### src/rtl/ysyx_22050612_idex_stage.sv
// ID/EX pipeline register feeding the 64-bit ALU: operand select, single-hop result forwarding.
// Optional performance counters are enabled with `define YSYX_22050612_IDEX_PERF_EN.
module ysyx_22050612_idex_stage #(
   parameter int unsigned XLEN   = 64,
   parameter int unsigned MODE_W = 8
) (
   input  logic              clk,
   input  logic              rst_n,
   input  logic              flush,
   input  logic              in_valid,
   output logic              in_ready,
   input  logic [MODE_W-1:0] in_alu_mode,
   input  logic              in_src1_sel,
   input  logic              in_src2_sel,
   input  logic [4:0]        in_rs1_idx,
   input  logic [4:0]        in_rs2_idx,
   input  logic [XLEN-1:0]   in_rs1_data,
   input  logic [XLEN-1:0]   in_rs2_data,
   input  logic [XLEN-1:0]   in_pc,
   input  logic [XLEN-1:0]   in_imm,
   input  logic [4:0]        in_rd,
   input  logic              in_rd_wen,
   input  logic [XLEN-1:0]   fwd_result,
   output logic              out_valid,
   input  logic              out_ready,
   output logic [MODE_W-1:0] alu_mode,
   output logic [XLEN-1:0]   alu_a,
   output logic [XLEN-1:0]   alu_b,
   output logic [4:0]        out_rd,
   output logic              out_rd_wen
`ifdef YSYX_22050612_IDEX_PERF_EN
   ,
   output logic [31:0]       perf_stall_cnt,
   output logic [31:0]       perf_fwd_cnt
`endif
);

   localparam int unsigned REG_IDX_W = 5;

   logic                 r_valid;
   logic [MODE_W-1:0]    r_mode;
   logic [XLEN-1:0]      r_a;
   logic [XLEN-1:0]      r_b;
   logic [REG_IDX_W-1:0] r_rd;
   logic                 r_rd_wen;

   logic                 w_accept;
   logic                 w_leaving;
   logic                 w_fwd1;
   logic                 w_fwd2;
   logic [XLEN-1:0]      w_a;
   logic [XLEN-1:0]      w_b;

   // The held entry's result is on fwd_result only while it is being handed to the ALU stage.
   assign w_leaving = r_valid && out_ready;
   assign w_fwd1    = w_leaving && r_rd_wen && (r_rd != REG_IDX_W'(0)) && (r_rd == in_rs1_idx);
   assign w_fwd2    = w_leaving && r_rd_wen && (r_rd != REG_IDX_W'(0)) && (r_rd == in_rs2_idx);

   assign in_ready  = !flush && (!r_valid || out_ready);
   assign w_accept  = in_valid && in_ready;

   assign w_a = in_src1_sel ? in_pc  : (w_fwd1 ? fwd_result : in_rs1_data);
   assign w_b = in_src2_sel ? in_imm : (w_fwd2 ? fwd_result : in_rs2_data);

   // Pipeline register: data only moves on accept, so drain and stall keep it bit-stable.
   always_ff @(posedge clk) begin
      if (!rst_n) begin
         r_valid  <= 1'b0;
         r_mode   <= '0;
         r_a      <= '0;
         r_b      <= '0;
         r_rd     <= '0;
         r_rd_wen <= 1'b0;
      end else if (w_accept) begin
         r_valid  <= 1'b1;
         r_mode   <= in_alu_mode;
         r_a      <= w_a;
         r_b      <= w_b;
         r_rd     <= in_rd;
         r_rd_wen <= in_rd_wen;
      end else if (flush || w_leaving) begin
         r_valid  <= 1'b0;
      end
   end

   assign out_valid  = r_valid;
   assign alu_mode   = r_mode;
   assign alu_a      = r_a;
   assign alu_b      = r_b;
   assign out_rd     = r_rd;
   assign out_rd_wen = r_rd_wen;

`ifdef YSYX_22050612_IDEX_PERF_EN
   logic        w_fwd_used;
   logic [31:0] r_stall_cnt;
   logic [31:0] r_fwd_cnt;

   assign w_fwd_used = w_accept && ((!in_src1_sel && w_fwd1) || (!in_src2_sel && w_fwd2));

   // Free-running wrap-around event counters.
   always_ff @(posedge clk) begin
      if (!rst_n) begin
         r_stall_cnt <= '0;
         r_fwd_cnt   <= '0;
      end else begin
         if (r_valid && !out_ready) r_stall_cnt <= r_stall_cnt + 32'd1;
         if (w_fwd_used)            r_fwd_cnt   <= r_fwd_cnt + 32'd1;
      end
   end

   assign perf_stall_cnt = r_stall_cnt;
   assign perf_fwd_cnt   = r_fwd_cnt;
`endif

endmodule

### config.mk
export PLATFORM = sky130hd
export DESIGN_NAME = ysyx_22050612_idex_stage
export DESIGN_NICKNAME = d
export VERILOG_FILES = /design/src/rtl/ysyx_22050612_idex_stage.sv
export SDC_FILE = /design/constraint.sdc
export NUM_CORES = 1
export LEC_CHECK = 0
export ABC_AREA = 1
export BUFFER_PORTS_ARGS = -buffer_cell sky130_fd_sc_hd__buf_2
export CELL_PAD_IN_SITES_DETAIL_PLACEMENT = 1
export CELL_PAD_IN_SITES_GLOBAL_PLACEMENT = 1
export CORE_AREA = 2 2 194 196
export DETAILED_ROUTE_END_ITERATION = 12
export DIE_AREA = 0 0 196 198
export PLACE_DENSITY_LB_ADDON = 0.08
export SLEW_MARGIN = 25
export SYNTH_ARGS = -nofsm -noshare
export SYNTH_HDL_FRONTEND = slang
export SYNTH_SLANG_ARGS = --single-unit
### constraint.sdc
create_clock -name clk -period 2.1 [get_ports clk]
set_input_delay 0.525 -clock clk [delete_from_list [all_inputs] [get_ports clk]]
set_output_delay 0.525 -clock clk [all_outputs]
set_load 0.03 [all_outputs]
======== Yosys cells after proc, flatten, opt, wreduce, memory -nomap -nowiden ========
Index checks and enable logic that the tools add are counted.
cells by class
  equal/unequal tests ..................... 2
  mux-type cells .......................... 6
  reduce and logical (&&, ||, !) cells .... 13
operator list
  operator             count
  64-bit 2-to-1 mux    4
  5-bit equality test  2
  1-bit logical AND    7
  5-bit nonzero test   1
  1-bit zero test      2
  1-bit logical OR     2
  1-bit 2-to-1 mux     2
  2-bit nonzero test   1
word-level totals
  register bits ........................... 143
  bits of input ports ..................... 351
  output and inout port bits .............. 144
  word-level logic and storage cells ...... 27

======== Depth between registers and ports, before layout ========
Gate-level depths: netlist (run 1).
  depth after elaboration ................. 6
  depth in mapped cells ................... 10
  gate-level depth less buffers ........... 9

======== Worst setup path before layout (run 1) ========
Ideal clock, no wire load.
  path kind ............................... input to register
  from .................................... in out_ready
  to ...................................... reg r_a[45] (netlist: alu_a[45])
  setup time .............................. 120 ps
  arrival ................................. 1569 ps
  required time ........................... 1980 ps
  setup slack ............................. 411 ps
  stages .................................. 10
  path buffers ............................ 3
  path through ............................ inv_1 -> nand2_1 -> inv_2 -> nor2_4 -> nand2_1 -> buf_4 -> buf_6 -> buf_2 -> a21oi_1 -> a21oi_1
on the way
  elaborated cells on any way between the ends .. 9
  classes of those cells .................. 2 x mux; 7 x reduce/logical
RTL lines
  item                    RTL line  text
  start: declaration      25        input logic out_ready,
  1-bit logical OR        59        assign in_ready = !flush && (!r_valid || out_ready);
  1-bit logical AND       59
  named net in_ready      11        output logic in_ready,
  1-bit logical AND       60        assign w_accept = in_valid && in_ready;
  end signal: assignment  77        r_a <= w_a;
  end: declaration        42        logic [XLEN-1:0] r_a;
The timed path passes the listed nets, and every way through them passes these cells.
A chain may end at the register's enable or synchronous reset.

======== Final worst setup path (run 1) ========
  from .................................... reg r_rd[0] (netlist: out_rd[0])
  to ...................................... reg r_b[8] (netlist: alu_b[8])
on the way
  longest elaborated chain between the ends .. 5
  elaborated cells on any way between the ends .. 6
  classes of those cells .................. 1 x eq/ne; 2 x mux; 3 x reduce/logical
RTL lines
  item                                RTL line  text
  start: declaration                  44        logic [REG_IDX_W-1:0] r_rd;
  start signal: assignment            79        r_rd <= in_rd;
  5-bit nonzero test                  57        assign w_fwd2 = w_leaving && r_rd_wen && (r_rd != REG_IDX_W'(0)) && (r_rd == in_rs2_idx);
  1-bit logical AND                   57
  1-bit logical AND (*)               57
  64-bit 2-to-1 mux (*) (2 in a row)  63        assign w_b = in_src2_sel ? in_imm : (w_fwd2 ? fwd_result : in_rs2_data);
  end signal: assignment              78        r_b <= w_b;
  end: declaration                    43        logic [XLEN-1:0] r_b;
Every way passes the cells marked *; elsewhere a longest branch is shown, timed or not.

==> impl_metrics.py, run 1 <==
metrics = {
    "die": {
        "core.rowCount": 71,
        "dieArea_um2": 38800,
        "die_h_um": 198,
        "io_pins": 495,
        "start_util_pct": 23.4,
        "coreArea_um2": 37000,
        "die_width_um": 196,
    },
    "yosys": {
        "synthAdderAreaFrac_pct": 0,
        "ys_types": 20,
        "synth_area_leader_cell": "dfxtp_1",
        "synth_top_family_by_area": "simple AND/OR/NAND/NOR gates",
        "synthesis.area_um2": 8630,
        "synth_mux_area_share_pct": 0,
        "syn_avg_cell_area_um2": 6.62,
        "synth-compound-area-share_pct": 23.7,
        "synth.top_cell.area_share_pct": 33.2,
        "synthTopCellsByArea": "dfxtp_1, a21oi_1, nand3_1",
        "yosysWarnings": 0,
        "synth_fp_nets": 1655,
        "synth-xor-area-share_pct": 0.609,
        "netlist_instances": 1304,
        "synthSimpleGateAreaFrac_pct": 25.6,
        "synth_seq_cells": 143,
        "ys_seq_area_share_pct": 33.2,
    },
    "final_layout": {
        "areaGrowthSynthToFinish_pct": 42.0,
        "drive_above_1_share_pct": 35.7,
        "final_nets": 2089,
        "fin_area_um2": 12300,
        "finish.utilization_pct": 33.2,
        "nFillCells": 4760,
    },
    "cts": {
        "cts_setup_buffers": 0,
        "cts_tree": "yes",
        "clock_sinks": 143,
        "cts_buffer_depth": 2,
        "hold_buffers": 0,
        "numCtsBuffers": 17,
        "post_cts_resized": 0,
        "clkTransAtPathRegs_ps": 70,
        "clock_latency_ps": 450,
        "ctsHtreeMaxLevel": 4,
        "root_buffer": "clkbuf_16",
    },
    "power_and_ir_drop": {
        "p_per_area_nw_per_um2": 685,
        "power.static_leakage_nw": 6.54,
        "power_mw": 8.39,
        "peakVddDrop_v": 0.000567,
    },
    "timing": {
        "setup_violations": 0,
        "rsz0062_at_grt": "false",
        "max_slew.worst_pin.slew_ps": 441,
        "clock.fmax_ghz": 0.562,
        "hold_viol_final": 0,
        "tns_ps": 0,
        "finalWorstSetupSlack_ps": 319,
        "skew_ps": 10.2,
        "min_period_ps": 1780,
        "slew_viol_final": 0,
        "finalCritPeriodShare_pct": 84.8,
        "slew_headroom_pct": 70.6,
    },
    "placement": {
        "dp_hpwl_um": 33400,
        "pre_cts_slack_ps": 117,
        "gp_congestion": 0.809,
        "place_area_um2": 11600,
        "portBuffers": 494,
    },
    "critical_path": {
        "cp-start-kind": "register",
        "end_kind": "register",
        "cp_common_cell": "nand3_1",
        "path_class": "reg -> reg",
        "cpLargestDelayFamily": "simple AND/OR/NAND/NOR gates",
        "worstPathMaxFanout": 64,
        "cp_slowest_cell": "dfxtp_1",
        "crit_chain": "xnor2_1 > nand3_1 > nor2_4 > nand2_4 > buf_12 > nand2_1 > nand3_1 > a21oi_1",
        "cpPeakStageDelay_ps": 450,
        "worst_ep_required_time_ps": 2480,
        "path_buf_inv": 1,
        "critPathArrivalTime_ps": 2170,
    },
    "global_routing": {
        "grt_pass1_wl_um": 69200,
        "grt_max_degree": 65,
        "grt_pass1_vias": 11200,
        "grt_overflow": 0,
        "grt_antenna_before_repair": 19,
        "grt_usage_pct": 23.6,
    },
    "detailed_routing": {
        "first_pass_iters": 5,
        "drcViolationCount": 0,
        "vias_per_cell": 4.78,
        "wirelength_um": 46500,
        "drtIter0Drc": 374,
        "wl_per_cell_um": 20.8,
        "final_antenna_net_count": 0,
        "dr_total_vias": 10700,
    },
    "hold_path": {
        "hold_path.class": "in -> reg",
    },
    "status": {
        "status": "finished clean",
    },
    "run": {
        "cap_violations": 0,
    },
}
## cells in the final DEF (no fill, tap or decap)
master / count
clkbuf_16: 17
clkinv_2: 3
buf_2: 493
nand2_4: 3
nor2_1: 4
dfxtp_1: 143
inv_1: 199
nand3_1: 218
a21oi_2: 10
nor2_4: 5
nand3_2: 41
diode_2: 18
inv_6: 1
xor2_1: 4
o21ai_0: 132
clkbuf_8: 7
bufinv_16: 3
buf_12: 23
a21oi_1: 260
nand2_1: 164
inv_4: 1
buf_4: 11
xnor2_1: 2
clkinvlp_4: 2
inv_2: 4
nand2_2: 1
## routing by layer
metal  wire length (um)  vias to the layer above  GRT usage (%)  part of all wire [%]
met5                 57                        -              0                  0.12
met4                843                       10           7.07                   1.8
met3               3250                       45           7.24                   7.0
met2              22500                      326           40.0                    48
met1              19800                     5158           28.7                    43
li1                   -                     5180              -                     -
## cells in the mapped netlist, drive strengths merged
library cell,instances
a21oi,270
nand3,259
inv,205
nand2,168
dfxtp,143
o21ai,132
buf,72
clkbuf,40
nor2,9
xor2,4
xnor2,2
## worst reg2reg max path, stage by stage (launching register included)
cell     delay (ps)
dfxtp_1         450
xnor2_1         180
nand3_1         150
nor2_4          220
nand2_4          70
buf_12          220
nand2_1         130
nand3_1         130
a21oi_1         170
## through the flow
step                hold slack [ps]  std cells
floorplan                       590       1304
global placement                452       2193
detailed placement              459       2193
CTS                             253       2225
global route                    267       2235
finish                          280       2243
## kinds of logic after synthesis
kind of cell,Yosys count
flops,143
simple gates,436
xor+xnor,6
compound gates,402
buf+inv,317
## worst paths after layout
path,start,to,slack (ps),cells after the start
min reg2reg,alu_mode[1],alu_mode[1],470,2
min,flush,out_valid,280,2
max reg2reg,out_rd[0],alu_b[8],320,8
max,out_rd[0],alu_b[8],320,8
## area by class of cell
cell class              instances  area (um^2)  area share (%)
diodes                         18         45.0           0.367
repair buffers                527         3010            24.6
well taps                     474          593            4.84
clock inverters                 8          124            1.01
flip-flops and latches        143         2860            23.3
inverters                     205          773            6.31
clock buffers                  24          522            4.26
multi-input cells             844         4330            35.3
## sequential cells by signal, summed over array words and instances, names as in the netlist
name and cells:
out_rd 5, out_valid 1, alu_a 64, alu_mode 8, out_rd_wen 1, alu_b 64
## where the power goes
| part | internal (mW) | switching (mW) | leakage [nW] |
|---|---|---|---|
| Combinational | 0.672 | 1.29 | 5.05 |
| Clock | 2.09 | 1.35 | 0.315 |
| Sequential | 2.90 | 0.0971 | 1.18 |
No activity file was read; power rests on OpenSTA's default activity.
==> run 2: changes to the inputs <==
CORE_AREA = 2 2 192 194   (was 2 2 194 196)
DIE_AREA = 0 0 194 196   (was 0 0 196 198)
clock period = 1.7 ns   (was 2.1 ns; I/O delays follow)
==> impl_metrics.py, run 2 (synthesis gave the netlist of run 1 again) <==
metrics = {
    "critical_path": {
        "worst_ep_required_time_ps": 1270,
        "r2r_slack_ps": 60,
        "end_kind": "primary output",
        "reg2reg_to": "alu_a[48]",
        "critPathArrivalTime_ps": 1210,
        "cp-start-kind": "register",
        "worstPathMaxFanout": 3,
        "r2r_start": "out_rd[0]",
        "reg2regPathDepth": 9,
        "path_class": "reg -> out",
    },
    "cts": {
        "numCtsBuffers": 17,
        "clkTransAtPathRegs_ps": 70,
        "cts_buffer_depth": 2,
        "root_buffer": "clkbuf_16",
        "clock_sinks": 143,
        "ctsHtreeMaxLevel": 4,
        "clock_latency_ps": 450,
        "cts_tree": "yes",
    },
    "detailed_routing": {
        "final_antenna_net_count": 0,
        "dr_wl_met3_um": 3060,
        "met1_length_um": 21600,
        "wirelength_um": 49700,
        "wl_per_cell_um": 21.9,
        "vias_per_cell": 4.79,
        "first_pass_iters": 4,
        "wl_met2_um": 24300,
        "drtIter0Drc": 418,
        "highest_layer": "met5",
        "dr_total_vias": 10900,
        "drcViolationCount": 0,
    },
    "final_layout": {
        "seq_area_um2": 2870,
        "areaGrowthSynthToFinish_pct": 49.0,
        "nFillCells": 4655,
        "final_cell_mix": "buf_2, a21oi_1, nand3_1",
        "drive_above_1_share_pct": 38.2,
        "final_nets": 2123,
        "multi_input_area_um2": 4440,
        "layout_commonest_cell": "buf_2",
    },
    "timing": {
        "setup_violations": 0,
        "max_slew.worst_pin.slew_ps": 452,
        "slew_viol_final": 0,
        "hold_viol_final": 0,
        "holdWs_ps": 177,
        "rsz0062_at_grt": "true",
        "finalCritPeriodShare_pct": 96.4,
        "min_period_ps": 1640,
        "slew_headroom_pct": 69.9,
        "clock.fmax_ghz": 0.610,
        "skew_ps": 9.62,
    },
    "placement": {
        "portBuffers": 494,
        "gp_congestion": 0.812,
        "dp_hpwl_um": 34100,
    },
    "power_and_ir_drop": {
        "p_per_area_nw_per_um2": 793,
        "power.static_leakage_nw": 6.82,
        "peakVddDrop_v": 0.000719,
        "pwr-share-comb_pct": 24.5,
        "power_mw": 10.2,
        "p_clk_share_pct": 39.2,
        "intPower_mw": 6.85,
        "seqPwrFrac_pct": 36.3,
        "p_sw_mw": 3.35,
        "swShare_pct": 32.9,
    },
    "die": {
        "start_util_pct": 23.9,
        "core.rowCount": 70,
        "dieArea_um2": 38000,
        "io_pins": 495,
        "die_h_um": 196,
        "die_width_um": 194,
        "coreArea_um2": 36100,
    },
    "global_routing": {
        "grt_overflow": 0,
        "grt_pass1_wl_um": 67900,
        "grt_pass1_vias": 11000,
        "grt_antenna_before_repair": 22,
        "grt_usage_pct": 23.5,
        "grt_max_degree": 50,
    },
    "hold_path": {
        "min_to": "out_valid",
        "whs_path_depth": 2,
        "min-delay-start": "flush",
        "hold_path.class": "in -> reg",
    },
    "status": {
        "status": "finished clean",
    },
    "run": {
        "cap_violations": 0,
    },
}
run 2: metal layers:
layer	vias up	GRT usage [%]
li1	5252	-
met1	5251	28.6
met2	330	40.2
met3	42	6.76
met4	12	6.90
met5	-	0
run 2: worst max path at each step:
stage | endpoint | depth (start not counted) | slack (ps) | start
final | in_ready | 4 | 60 | out_valid
after global routing | alu_a[48] | 10 | -50 | out_rd[1]
after CTS | alu_a[48] | 8 | 2 | out_rd[0]
after detailed placement | alu_a[61] | 9 | -110 | out_ready
after global placement | alu_a[60] | 9 | -100 | out_ready
after floorplan | alu_a[45] | 9 | 100 | out_valid
run 2: timing repair:
item | CTS | global route
buffers inserted | 0 | 10
hold buffers | 0 | 0
gates cloned | 0 | 15
endpoints found under the setup margin | 5 | 127
pin swaps | 0 | 12
resized for setup | 2 | 39
run 2: cell type report:
cell class / instances / area share, %
Timing Repair Buffer: 560 / 27.5
Antenna cell: 18 / 0.350
Clock buffer: 27 / 4.07
Clock inverter: 5 / 0.584
Inverter: 205 / 6.05
Multi-Input combinational cell: 845 / 34.5
Tap cell: 468 / 4.55
Sequential cell: 143 / 22.3
run 2: metrics by stage:
| step | setup TNS [ps] | util, % | instance area (um^2) | cells | setup WS [ps] |
|---|---|---|---|---|---|
| 2_1_floorplan | 0 | - | 8630 | 1304 | 96.4 |
| 3_3_place_gp | -3850 | 32.3 | 11600 | 2197 | -95.9 |
| 3_5_place_dp | -5490 | 32.3 | 11600 | 2197 | -112 |
| 4_1_cts | 0 | 34.0 | 12300 | 2229 | 2.30 |
| 5_1_grt | -248 | 35.6 | 12800 | 2264 | -46.3 |
| 6_report | 0 | 35.6 | 12900 | 2271 | 61.0 |
run 2: power groups by stage:
stage	clock network [mW]	registers [mW]	logic, mW
after detailed placement	0	3.77	2.46
final	4.00	3.71	2.50
after floorplan	0	4.20	0.886
after global placement	0	3.77	2.43
after global routing	4.20	3.73	2.70
after CTS	4.08	3.70	2.46
run 2: critical path, stage by stage (launching register included):
cell and delay, ps:
dfxtp_2 330, nand2_1 80, inv_2 50, nor2_4 100, clkbuf_4 200
